`config.mk`:
```
export PLATFORM = sky130hd
export DESIGN_NAME = usb_fifo_bridge
export DESIGN_NICKNAME = d
export VERILOG_FILES = /design/src/rtl/usb_fifo_bridge.sv
export SDC_FILE = /design/constraint.sdc
export NUM_CORES = 1
export LEC_CHECK = 0
export ABC_CLOCK_PERIOD_IN_PS = 3100
export BUFFER_PORTS_ARGS = -buffer_cell sky130_fd_sc_hd__buf_2
export CAP_MARGIN = 20
export CELL_PAD_IN_SITES_DETAIL_PLACEMENT = 0
export CELL_PAD_IN_SITES_GLOBAL_PLACEMENT = 1
export CORE_MARGIN = 4
export CORE_UTILIZATION = 30
export DETAILED_ROUTE_END_ITERATION = 12
export GPL_ROUTABILITY_DRIVEN = 0
export PLACE_DENSITY_LB_ADDON = 0.1
export SYNTH_ARGS = -nofsm -noshare
export SYNTH_HDL_FRONTEND = slang
export SYNTH_SLANG_ARGS = --single-unit
export TNS_END_PERCENT = 5
```
`constraint.sdc`:
```
create_clock -name CK50 -period 3.1 [get_ports CK50]
set_input_delay 0.465 -clock CK50 [delete_from_list [all_inputs] [get_ports CK50]]
set_output_delay 0.465 -clock CK50 [all_outputs]
set_load 0.02 [all_outputs]
```
`src/rtl/usb_fifo_bridge.sv`:
```
`default_nettype none
// ============================================================================
// Module   : usb_fifo_bridge
// Brief    : FT245-style USB byte FIFO to user bus bridge; parses "HE"-framed
//            multi-word read/write packets. Define USB_WRITE_ACK_EN to return
//            a 0x4B byte after every write packet.
// Revision : 1.0 - initial release
// ============================================================================
module usb_fifo_bridge #(
  parameter int DATA_BYTES  = 4,
  parameter int ADDR_BYTES  = 2,
  parameter int STROBE_CYC  = 2,
  parameter int RD_LAT      = 1,
  parameter int TIMEOUT_CYC = 65535
) (
  input  logic                    CK50,
  input  logic                    RESETb,
  input  logic                    USB_RXFb,
  input  logic                    USB_TXEb,
  output logic                    USB_RDb,
  output logic                    USB_WR,
  input  logic [7:0]              USB_DIN,
  output logic [7:0]              USB_DOUT,
  output logic                    USB_DOE,
  output logic [8*ADDR_BYTES-1:0] USER_ADDR,
  output logic [8*DATA_BYTES-1:0] USER_WDATA,
  input  logic [8*DATA_BYTES-1:0] USER_RDATA,
  output logic                    USER_WEb,
  output logic                    USER_REb,
  output logic                    USER_OEb,
  output logic [7:0]              USER_CEb,
  output logic                    FSM0b,
  output logic                    ERR_TIMEOUT
);
  localparam int DW = 8 * DATA_BYTES;
  localparam int AW = 8 * ADDR_BYTES;
  localparam int TW = $clog2(TIMEOUT_CYC + 1);
  localparam logic [3:0]    STB      = 4'(STROBE_CYC);
  localparam logic [3:0]    LAT      = 4'(RD_LAT);
  localparam logic [3:0]    LAST_A   = 4'(ADDR_BYTES - 1);
  localparam logic [3:0]    LAST_D   = 4'(DATA_BYTES - 1);
  localparam logic [TW-1:0] TMO_LAST = TW'(TIMEOUT_CYC - 1);
  localparam logic [7:0]    HDR_0    = 8'h48;
  localparam logic [7:0]    HDR_1    = 8'h45;
  localparam logic [7:0]    ACK_BYTE = 8'h4B;

  typedef enum logic [3:0] {
    S_IDLE, S_HDR1, S_CMD, S_CNT, S_CE, S_ADDR, S_WDATA,
    S_WSTB, S_RSTB, S_RCAP, S_TXB, S_ACK, S_ADV
  } state_t;

`ifdef USB_WRITE_ACK_EN
  localparam state_t WR_END = S_ACK;
`else
  localparam state_t WR_END = S_IDLE;
`endif

  state_t          state_q, state_d;
  logic [1:0]      ph_q, ph_d;
  logic [3:0]      cnt_q, cnt_d, gap_q, gap_d, bidx_q, bidx_d;
  logic [7:0]      rem_q, rem_d;
  logic            dir_q, dir_d, fix_q, fix_d, rxf_q, txe_q;
  logic [TW-1:0]   tmo_q, tmo_d;
  logic [DW-1:0]   rbuf_q, rbuf_d, user_wdata_q, user_wdata_d;
  logic [AW-1:0]   user_addr_q, user_addr_d;
  logic [7:0]      usb_dout_q, usb_dout_d, user_ceb_q, user_ceb_d;
  logic            usb_rdb_q, usb_rdb_d, usb_wr_q, usb_wr_d, usb_doe_q, usb_doe_d;
  logic            user_web_q, user_web_d, user_reb_q, user_reb_d;
  logic            user_oeb_q, user_oeb_d, fsm0b_q, fsm0b_d, err_q, err_d;
  logic            w_rx_done, w_tx_done, w_wait, w_cap;
  logic [7:0]      w_tx_byte;

  always_comb begin
    state_d = state_q;  ph_d = ph_q;  cnt_d = cnt_q;  bidx_d = bidx_q;
    gap_d   = (gap_q != 4'd0) ? gap_q - 4'd1 : gap_q;
    rem_d   = rem_q;  dir_d = dir_q;  fix_d = fix_q;  tmo_d = tmo_q;  rbuf_d = rbuf_q;
    user_addr_d = user_addr_q;  user_wdata_d = user_wdata_q;  user_ceb_d = user_ceb_q;
    usb_dout_d  = usb_dout_q;   usb_rdb_d = usb_rdb_q;  usb_wr_d = usb_wr_q;
    usb_doe_d   = usb_doe_q;    user_web_d = user_web_q;
    user_reb_d  = user_reb_q;   user_oeb_d = user_oeb_q;
    err_d = 1'b0;  w_rx_done = 1'b0;  w_tx_done = 1'b0;  w_wait = 1'b0;  w_cap = 1'b0;
    w_tx_byte = (state_q == S_ACK) ? ACK_BYTE : rbuf_q[DW-1 -: 8];

    // Receive engine: strobe USB_RDb, capture on its last low clock, then enforce the gap
    if (state_q inside {S_IDLE, S_HDR1, S_CMD, S_CNT, S_CE, S_ADDR, S_WDATA}) begin
      if (!usb_rdb_q) begin
        if (cnt_q == 4'd1) begin
          usb_rdb_d = 1'b1;  gap_d = STB;  w_rx_done = 1'b1;
        end else cnt_d = cnt_q - 4'd1;
      end else if (gap_q == 4'd0) begin
        if (!rxf_q) begin usb_rdb_d = 1'b0;  cnt_d = STB; end
        else w_wait = 1'b1;
      end
    end

    if (state_q inside {S_TXB, S_ACK}) begin
      case (ph_q)
        2'd0: if (gap_q == 4'd0) begin
          if (!txe_q) begin usb_dout_d = w_tx_byte;  usb_doe_d = 1'b1;  ph_d = 2'd1; end
          else w_wait = 1'b1;
        end
        2'd1: begin usb_wr_d = 1'b1;  cnt_d = STB;  ph_d = 2'd2; end
        2'd2: if (cnt_q == 4'd1) begin usb_wr_d = 1'b0;  ph_d = 2'd3; end
              else cnt_d = cnt_q - 4'd1;
        default: begin usb_doe_d = 1'b0;  gap_d = STB;  ph_d = 2'd0;  w_tx_done = 1'b1; end
      endcase
    end

    case (state_q)
      S_IDLE:  if (w_rx_done && USB_DIN == HDR_0) state_d = S_HDR1;
      S_HDR1:  if (w_rx_done)
                 state_d = (USB_DIN == HDR_1) ? S_CMD : (USB_DIN == HDR_0) ? S_HDR1 : S_IDLE;
      S_CMD:   if (w_rx_done) begin dir_d = USB_DIN[7];  fix_d = USB_DIN[6];  state_d = S_CNT; end
      S_CNT:   if (w_rx_done) begin rem_d = USB_DIN;  state_d = S_CE; end
      S_CE:    if (w_rx_done) begin user_ceb_d = USB_DIN;  bidx_d = 4'd0;  state_d = S_ADDR; end
      S_ADDR:  if (w_rx_done) begin
        user_addr_d = (user_addr_q << 8) | AW'(USB_DIN);
        bidx_d = bidx_q + 4'd1;
        if (bidx_q == LAST_A) begin
          bidx_d  = 4'd0;
          state_d = (rem_q == 8'd0) ? (dir_q ? S_IDLE : WR_END) : (dir_q ? S_RSTB : S_WDATA);
        end
      end
      S_WDATA: if (w_rx_done) begin
        user_wdata_d = (user_wdata_q << 8) | DW'(USB_DIN);
        bidx_d = bidx_q + 4'd1;
        if (bidx_q == LAST_D) begin bidx_d = 4'd0;  ph_d = 2'd0;  state_d = S_WSTB; end
      end
      // Setup clock, one-clock WEb low, hold clock
      S_WSTB:  case (ph_q)
        2'd0:    begin user_web_d = 1'b0;  ph_d = 2'd1; end
        2'd1:    begin user_web_d = 1'b1;  ph_d = 2'd2; end
        default: begin ph_d = 2'd0;  state_d = S_ADV; end
      endcase
      S_RSTB:  if (ph_q == 2'd0) begin
        user_reb_d = 1'b0;  user_oeb_d = 1'b0;  cnt_d = LAT;  ph_d = 2'd1;
      end else begin
        user_reb_d = 1'b1;  user_oeb_d = 1'b1;  ph_d = 2'd0;  state_d = S_RCAP;  w_cap = 1'b1;
      end
      S_RCAP:  w_cap = 1'b1;
      S_TXB:   if (w_tx_done) begin
        rbuf_d = rbuf_q << 8;
        bidx_d = bidx_q + 4'd1;
        if (bidx_q == LAST_D) begin bidx_d = 4'd0;  state_d = S_ADV; end
      end
      S_ACK:   if (w_tx_done) state_d = S_IDLE;
      S_ADV:   begin
        rem_d = rem_q - 8'd1;
        if (!fix_q) user_addr_d = user_addr_q + AW'(1);
        state_d = (rem_q == 8'd1) ? (dir_q ? S_IDLE : WR_END) : (dir_q ? S_RSTB : S_WDATA);
      end
      default: state_d = S_IDLE;
    endcase

    // Capture lands RD_LAT clocks after the USER_REb falling edge
    if (w_cap) begin
      if (cnt_q == 4'd1) begin rbuf_d = USER_RDATA;  bidx_d = 4'd0;  state_d = S_TXB; end
      else cnt_d = cnt_q - 4'd1;
    end

    if (w_wait && !(state_q inside {S_IDLE, S_HDR1})) begin
      if (tmo_q == TMO_LAST) begin
        state_d = S_IDLE;  err_d = 1'b1;  ph_d = 2'd0;  bidx_d = 4'd0;
        usb_rdb_d = 1'b1;  usb_wr_d = 1'b0;  usb_doe_d = 1'b0;
        user_web_d = 1'b1;  user_reb_d = 1'b1;  user_oeb_d = 1'b1;
      end else tmo_d = tmo_q + TW'(1);
    end else tmo_d = '0;

    if (state_d == S_IDLE) user_ceb_d = 8'hFF;
    fsm0b_d = (state_d != S_IDLE);
  end

  always_ff @(posedge CK50) begin
    if (!RESETb) begin
      state_q <= S_IDLE;  ph_q <= 2'd0;  cnt_q <= 4'd0;  gap_q <= 4'd0;  bidx_q <= 4'd0;
      rem_q <= 8'd0;  dir_q <= 1'b0;  fix_q <= 1'b0;  tmo_q <= '0;  rbuf_q <= '0;
      rxf_q <= 1'b1;  txe_q <= 1'b1;
      user_addr_q <= '0;  user_wdata_q <= '0;  user_ceb_q <= 8'hFF;  usb_dout_q <= 8'd0;
      usb_rdb_q <= 1'b1;  usb_wr_q <= 1'b0;  usb_doe_q <= 1'b0;
      user_web_q <= 1'b1;  user_reb_q <= 1'b1;  user_oeb_q <= 1'b1;
      fsm0b_q <= 1'b0;  err_q <= 1'b0;
    end else begin
      state_q <= state_d;  ph_q <= ph_d;  cnt_q <= cnt_d;  gap_q <= gap_d;  bidx_q <= bidx_d;
      rem_q <= rem_d;  dir_q <= dir_d;  fix_q <= fix_d;  tmo_q <= tmo_d;  rbuf_q <= rbuf_d;
      rxf_q <= USB_RXFb;  txe_q <= USB_TXEb;
      user_addr_q <= user_addr_d;  user_wdata_q <= user_wdata_d;  user_ceb_q <= user_ceb_d;
      usb_dout_q <= usb_dout_d;  usb_rdb_q <= usb_rdb_d;  usb_wr_q <= usb_wr_d;
      usb_doe_q <= usb_doe_d;  user_web_q <= user_web_d;  user_reb_q <= user_reb_d;
      user_oeb_q <= user_oeb_d;  fsm0b_q <= fsm0b_d;  err_q <= err_d;
    end
  end

  assign USB_RDb     = usb_rdb_q;
  assign USB_WR      = usb_wr_q;
  assign USB_DOUT    = usb_dout_q;
  assign USB_DOE     = usb_doe_q;
  assign USER_ADDR   = user_addr_q;
  assign USER_WDATA  = user_wdata_q;
  assign USER_WEb    = user_web_q;
  assign USER_REb    = user_reb_q;
  assign USER_OEb    = user_oeb_q;
  assign USER_CEb    = user_ceb_q;
  assign FSM0b       = fsm0b_q;
  assign ERR_TIMEOUT = err_q;

endmodule
`default_nettype wire
```
# Word level (Yosys, flattened, before mapping)

Index checks and enable logic that the tools add are counted.

Input port bits: 44
Memory bits (read-only): 0
Latch bits: 0
Memories kept: 0
RAM bits: 0
Register bits: 150
Word-level logic and storage cells: 201

Multiplexer cells: 117
Equality and inequality tests: 24
Magnitude comparators: 0
Shift-type cells: 0
Add/sub/neg operators: 6
Div/mod/pow operators: 0
$mul: 0
Reductions and logical operators: 26
Bitwise operators: 4

Operator list:

| kind                                                                   | number |
|---|---|
| 4-bit two-way mux                                                      | 48 |
| 32-bit two-way mux                                                     | 4 |
| 4-bit one-hot mux with 13 select lines                                 | 1 |
| 1-bit two-way mux                                                      | 40 |
| 16-bit by 1-bit adder with 16-bit output (second input constant)       | 2 |
| 16-bit two-way mux                                                     | 2 |
| 32-bit by 8-bit bitwise OR with 32-bit output                          | 1 |
| 16-bit one-hot mux with 2 select lines                                 | 1 |
| 4-bit equality test (second input constant)                            | 5 |
| 2-bit two-way mux                                                      | 9 |
| 16-bit equality test (second input constant)                           | 1 |
| 4-bit by 3-bit equality test with 1-bit output (second input constant) | 4 |
| 8-bit by 7-bit equality test with 1-bit output (second input constant) | 2 |
| 8-bit two-way mux                                                      | 2 |
| 16-bit by 8-bit bitwise OR with 16-bit output                          | 1 |
| 4-bit one-hot mux with 4 select lines                                  | 1 |
| 8-bit one-hot mux with 2 select lines                                  | 1 |
| 4-bit by 1-bit equality test with 1-bit output (second input constant) | 3 |
| 4-bit by 2-bit equality test with 1-bit output (second input constant) | 3 |
| 4-bit zero test                                                        | 3 |
| 2-bit one-hot mux with 3 select lines                                  | 2 |
| 2-bit AND reduction                                                    | 5 |
| 8-bit by 1-bit equality test with 1-bit output (second input constant) | 1 |
| 8-bit zero test                                                        | 1 |
| other kinds (20)                                                       | 34 |

# Logic depth before layout (Yosys ltp)

Depth after elaboration: 13
Gate-level depth with buffers: 10
Depth with buffers taken out: 8

# Worst setup path before layout

No wires, ideal clock.

Path kind: register to register
Start: register cnt_q[0]
End: register fsm0b_q (netlist: FSM0b)
Path slack: 854 ps
Buffers on the path: 2
Arrival time: 2126 ps
Data required time: 2980 ps
Cell stages (with the launch flop): 9
Cells stage by stage: dfxtp_1 -> ha_1 -> or3b_1 -> buf_2 -> or4_1 -> clkbuf_1 -> o211ai_1 -> a21oi_2 -> or2_1

Cells in the longest elaborated chain, start to end: 12

Ends and longest elaborated chain:

| element                                            | line    | RTL |
|---|---|---|
| from (decl)                                        | 60      | `logic [3:0] cnt_q, cnt_d, gap_q, gap_d, bidx_q, bidx_d;` |
| from (signal assigned)                             | 183     | `state_q <= state_d; ph_q <= ph_d; cnt_q <= cnt_d; gap_q <= gap_d; bidx_q <= bidx_d;` |
| 4-bit by 1-bit equality test with 1-bit output (*) | 87, 157 |  |
| 1-bit two-way mux                                  | 87      | `if (cnt_q == 4'd1) begin` |
| 1-bit two-way mux                                  | 86      | `if (!usb_rdb_q) begin` |
| 1-bit two-way mux                                  | 85      | `if (state_q inside {S_IDLE, S_HDR1, S_CMD, S_CNT, S_CE, S_ADDR, S_WDATA}) begin` |
| 1-bit logical AND                                  | 110     | `S_IDLE: if (w_rx_done && USB_DIN == HDR_0) state_d = S_HDR1;` |
| 4-bit two-way mux                                  | 110     |  |
| 4-bit one-hot mux with 13 select lines             | 109     | `case (state_q)` |
| 4-bit two-way mux                                  | 157     | `if (cnt_q == 4'd1) begin rbuf_d = USER_RDATA; bidx_d = 4'd0; state_d = S_TXB; end` |
| 4-bit two-way mux (*)                              | 156     | `if (w_cap) begin` |
| 4-bit two-way mux                                  | 162     | `if (tmo_q == TMO_LAST) begin` |
| 4-bit two-way mux (*)                              | 161     | `if (w_wait && !(state_q inside {S_IDLE, S_HDR1})) begin` |
| 4-bit nonzero test (*)                             | 170     | `fsm0b_d = (state_d != S_IDLE);` |
| to (signal assigned)                               | 189     | `user_oeb_q <= user_oeb_d; fsm0b_q <= fsm0b_d; err_q <= err_d;` |
| to (decl)                                          | 69      | `logic user_oeb_q, user_oeb_d, fsm0b_q, fsm0b_d, err_q, err_d;` |

Mark *: on every way between the ends. The rest lies on a longest branch, timed or not.
A chain may end at the register's enable or synchronous reset.

# Worst setup path after layout

Start: register cnt_q[0]
End: register user_ceb_q[0] (netlist: USER_CEb[0])

Cells in the longest elaborated chain, start to end: 13

Ends and longest elaborated chain:

| element                                            | line    | RTL |
|---|---|---|
| 4-bit by 1-bit equality test with 1-bit output (*) | 87, 157 |  |
| 1-bit two-way mux                                  | 87      |  |
| 1-bit two-way mux                                  | 86      |  |
| 1-bit two-way mux                                  | 85      |  |
| 1-bit logical AND                                  | 110     |  |
| 4-bit two-way mux                                  | 110     |  |
| 4-bit one-hot mux with 13 select lines             | 109     |  |
| 4-bit two-way mux                                  | 157     |  |
| 4-bit two-way mux                                  | 156     |  |
| 4-bit two-way mux                                  | 162     |  |
| 4-bit two-way mux                                  | 161     |  |
| 4-bit zero test                                    | 169     | `if (state_d == S_IDLE) user_ceb_d = 8'hFF;` |
| 2-bit OR reduction (no source line)                | --      |  |
| to (signal assigned)                               | 186     | `user_addr_q <= user_addr_d; user_wdata_q <= user_wdata_d; user_ceb_q <= user_ceb_d;` |
| to (decl)                                          | 66      | `logic [7:0] usb_dout_q, usb_dout_d, user_ceb_q, user_ceb_d;` |

Marked as above.

==> run_results.csv <==
group,metric,value,unit
grt,grt_pass1_wl,35500,microns
timing,hold_viol,0,
drt,firstDrtPassIters,7,
final_layout,layout_commonest_cell,"nand2_1",
status,status,"finished, final reports clean",
synth,syn_inst,908,
synth,synth_top_cell_by_area,"dfxtp_1",
drt,drtAntennaViolNets,0,
synth,yosys-top-cells-area,"dfxtp_1 42%, nand2_1 8.9%, nor2_1 6.4%",
synth,synth_edf_count,0,
die,num_rows,56,
grt,grt_start_max_net_pins,93,
worst_setup_path,slowest_delay,0.67,ns
synth,syn_area,7130,sq um
clock_network,cts_root_buf,"clkbuf_16",
place,port_buffers,115,
synth,synth_warnings,0,
timing,clock_skew,0.0115,ns
clock_network,clockBufferDepth,2,
synth,syn_nets,969,
drt,vias,6828,
synth,yosysSeqAreaShare,42.1,%
synth,synthFlopType,"dfxtp_1",
timing,relSlewSlack,29.4,%
die,dieWidth,162,microns
synth,async_flop_share,0,%
die,initial_utilization,30.5,%
clock_network,clock_latency,0.43,ns
die,core,23400,sq um
clock_network,cts_num_sinks,150,
final_layout,num-fill-cells,2499,
worst_setup_path,crit_path_top_delay_cell,"or4b_1",
clock_network,ctsResizeCount,0,
clock_network,hold_buffers,0,
grt,grt.overflow.total,0,
place,hpwl,15100,microns
final_layout,n_antenna_cell,0,
timing,slew_violations,0,
drt,drc,0,
clock_network,cts_tree,"built",
die,ios,116,
worst_setup_path,crit_required,3.40,ns
worst_setup_path,crit_fanout,10,
timing,rsz0062_at_grt,"no",
pwr,peakVddDrop,335,uV
clock_network,htreeDepth,4,
drt,drt_iter0_drc,380,
pwr,p_total,4380,uW
timing,tns,0,ns
timing,tightest_slew,1.06,ns
timing,fmax,369,MHz
worst_setup_path,cp_top_family,"compound AO/OA/AOI/OAI gates",
timing,period_share,87.5,%
synth,synth-seq-cells,150,
drt,routedWlPerCell,16.5,microns
grt,track_usage,16.6,%
pwr,pwr_density_cell,507,nW/um^2
worst_setup_path,cp_cell_sequence,"ha_1 > or4b_1 > a2111oi_0 > a311o_1 > nor4_2 > a21oi_2 > o21ai_0",
worst_setup_path,endpoint_kind,"register",
final_layout,syn_to_final_growth,21.1,%
worst_setup_path,cp.arrival,3.01,ns
synth,synth.distinct_cells,66,
clock_network,path_clk_slew,0.07,ns
timing,setup_viol_count_final,0,
synth,synth.avg_cell_area,7.85,sq um
grt,antenna_found_initial,0,
clock_network,postCtsSetupBuffers,0,
die,die_y,162,microns
worst_setup_path,critPathLaunchType,"register",
synth,yosysTopAreaCellShare,42.1,%
worst_setup_path,critPathKind,"reg -> reg",
final_layout,final_cell_mix,"170 x nand2_1, 150 x dfxtp_1, 120 x nor2_1, 115 x buf_2, 76 x a21oi_1",
drt,wl,22100,microns
final_layout,drive_above_1_share,18.3,%
worst_setup_path,critPathBufInv,0,
clock_network,cts_inserted_buffers,17,
die,die-area,26300,sq um
timing,fin_crit,2.71,ns
job,drv_cap,0,
final_layout,final_nets,1070,
grt,grt_pass1_vias,6545,
drt,detail_route.vias_per_cell,5.09,
pwr,power_leakage,0.00327,uW
worst_hold_path,hold_path_class,"in -> reg",
-- layer usage --
metal | vias to the layer above | GRT usage, % | wire length, microns
met5 | - | 0 | 0
met3 | 22 | 3.65 | 1170
met2 | 158 | 26.1 | 10100
li1 | 3420 | - | -
met4 | 0 | 5.04 | 308
met1 | 3228 | 22.9 | 10600
-- kinds of logic after synthesis --
logic type,after synthesis,synth area share (%)
AO/OA/AOI/OAI,225,20.6
adder cells (fa/ha/maj),17,2.98
flip-flops,150,42.1
XOR/XNOR,17,2.09
AND/OR/NAND/NOR,412,26.2
buffers and inverters,76,4.42
multiplexers,11,1.54
-- synth_stat cells, drive strengths merged (4+ instances only) --
cell type  instances
a2111oi            4
a211oi            10
a21oi             78
a22oi             14
a311oi            25
a31oi             14
and2               4
and3              12
buf               17
clkbuf            42
dfxtp            150
ha                17
inv               17
mux2i             11
nand2            170
nand2b            10
nand3             24
nand4              9
nor2             121
nor2b              4
nor3              15
nor3b             11
nor4               7
o211ai             5
o21ai             37
or3                4
xnor2              5
xor2              12
-- worst register-to-register path, cell delays in order (launching register included) --
cell and delay [ns]:
dfxtp_1 0.41, ha_1 0.22, or4b_1 0.67, a2111oi_0 0.54, a311o_1 0.20, nor4_2 0.06, a21oi_2 0.34, o21ai_0 0.13
-- stage by stage --
step                      cells  worst slack [ns]  instance area (sq um)  hold WS [ns]  utilization (%)
after floorplan             908             0.854                   7130         0.454                -
after global routing       1341             0.188                   8630         0.220             36.9
after global placement     1309             0.524                   8060         0.429             34.5
after CTS                  1341             0.450                   8630         0.213             36.9
after detailed placement   1309             0.461                   8060         0.432             34.5
final                      1341             0.388                   8630         0.232             36.9
-- registers in the layout, summed over array words and instances, names as in the netlist --
signal	count
ERR_TIMEOUT	1
FSM0b	1
USB_DOE	1
USB_DOUT	8
USB_RDb	1
USB_WR	1
USER_ADDR	16
USER_CEb	8
USER_OEb	1
USER_REb	1
USER_WDATA	32
USER_WEb	1
bidx_q	4
cnt_q	4
dir_q	1
fix_q	1
gap_q	4
ph_q	2
rbuf_q	32
rem_q	8
rxf_q	1
state_q	4
tmo_q	16
txe_q	1
-- area by class of cell --
cell class	instances	area [sq um]	share of cell area [%]
multi-input cells	682	3830	44.3
flip-flops and latches	150	3000	34.8
repair buffers	141	771	8.93
clock buffers	17	425	4.93
well taps	319	399	4.62
clock inverters	15	144	1.67
inverters	17	63.8	0.739
-- power by group --
| group | switching (uW) | internal, uW |
|---|---|---|
| registers | 35.2 | 1960 |
| logic | 192 | 144 |
| clock network | 922 | 1120 |
| total | 1150 | 3230 |
-- final timing paths --
path                                           from                  endpoint  slack (ns)  cells after the start
worst min-delay path                       USB_TXEb          txe_q$_SDFF_PN1_        0.23                      2
worst max-delay path            cnt_q[0]$_SDFF_PN0_  USER_CEb[0]$_SDFFE_PP1P_        0.39                      7
worst min register to register  USER_REb$_SDFF_PN1_       USER_REb$_SDFF_PN1_        0.44                      2
worst max register to register  cnt_q[0]$_SDFF_PN0_  USER_CEb[0]$_SDFFE_PP1P_        0.39                      7
Note: power is estimated with default switching activity, not from simulation.
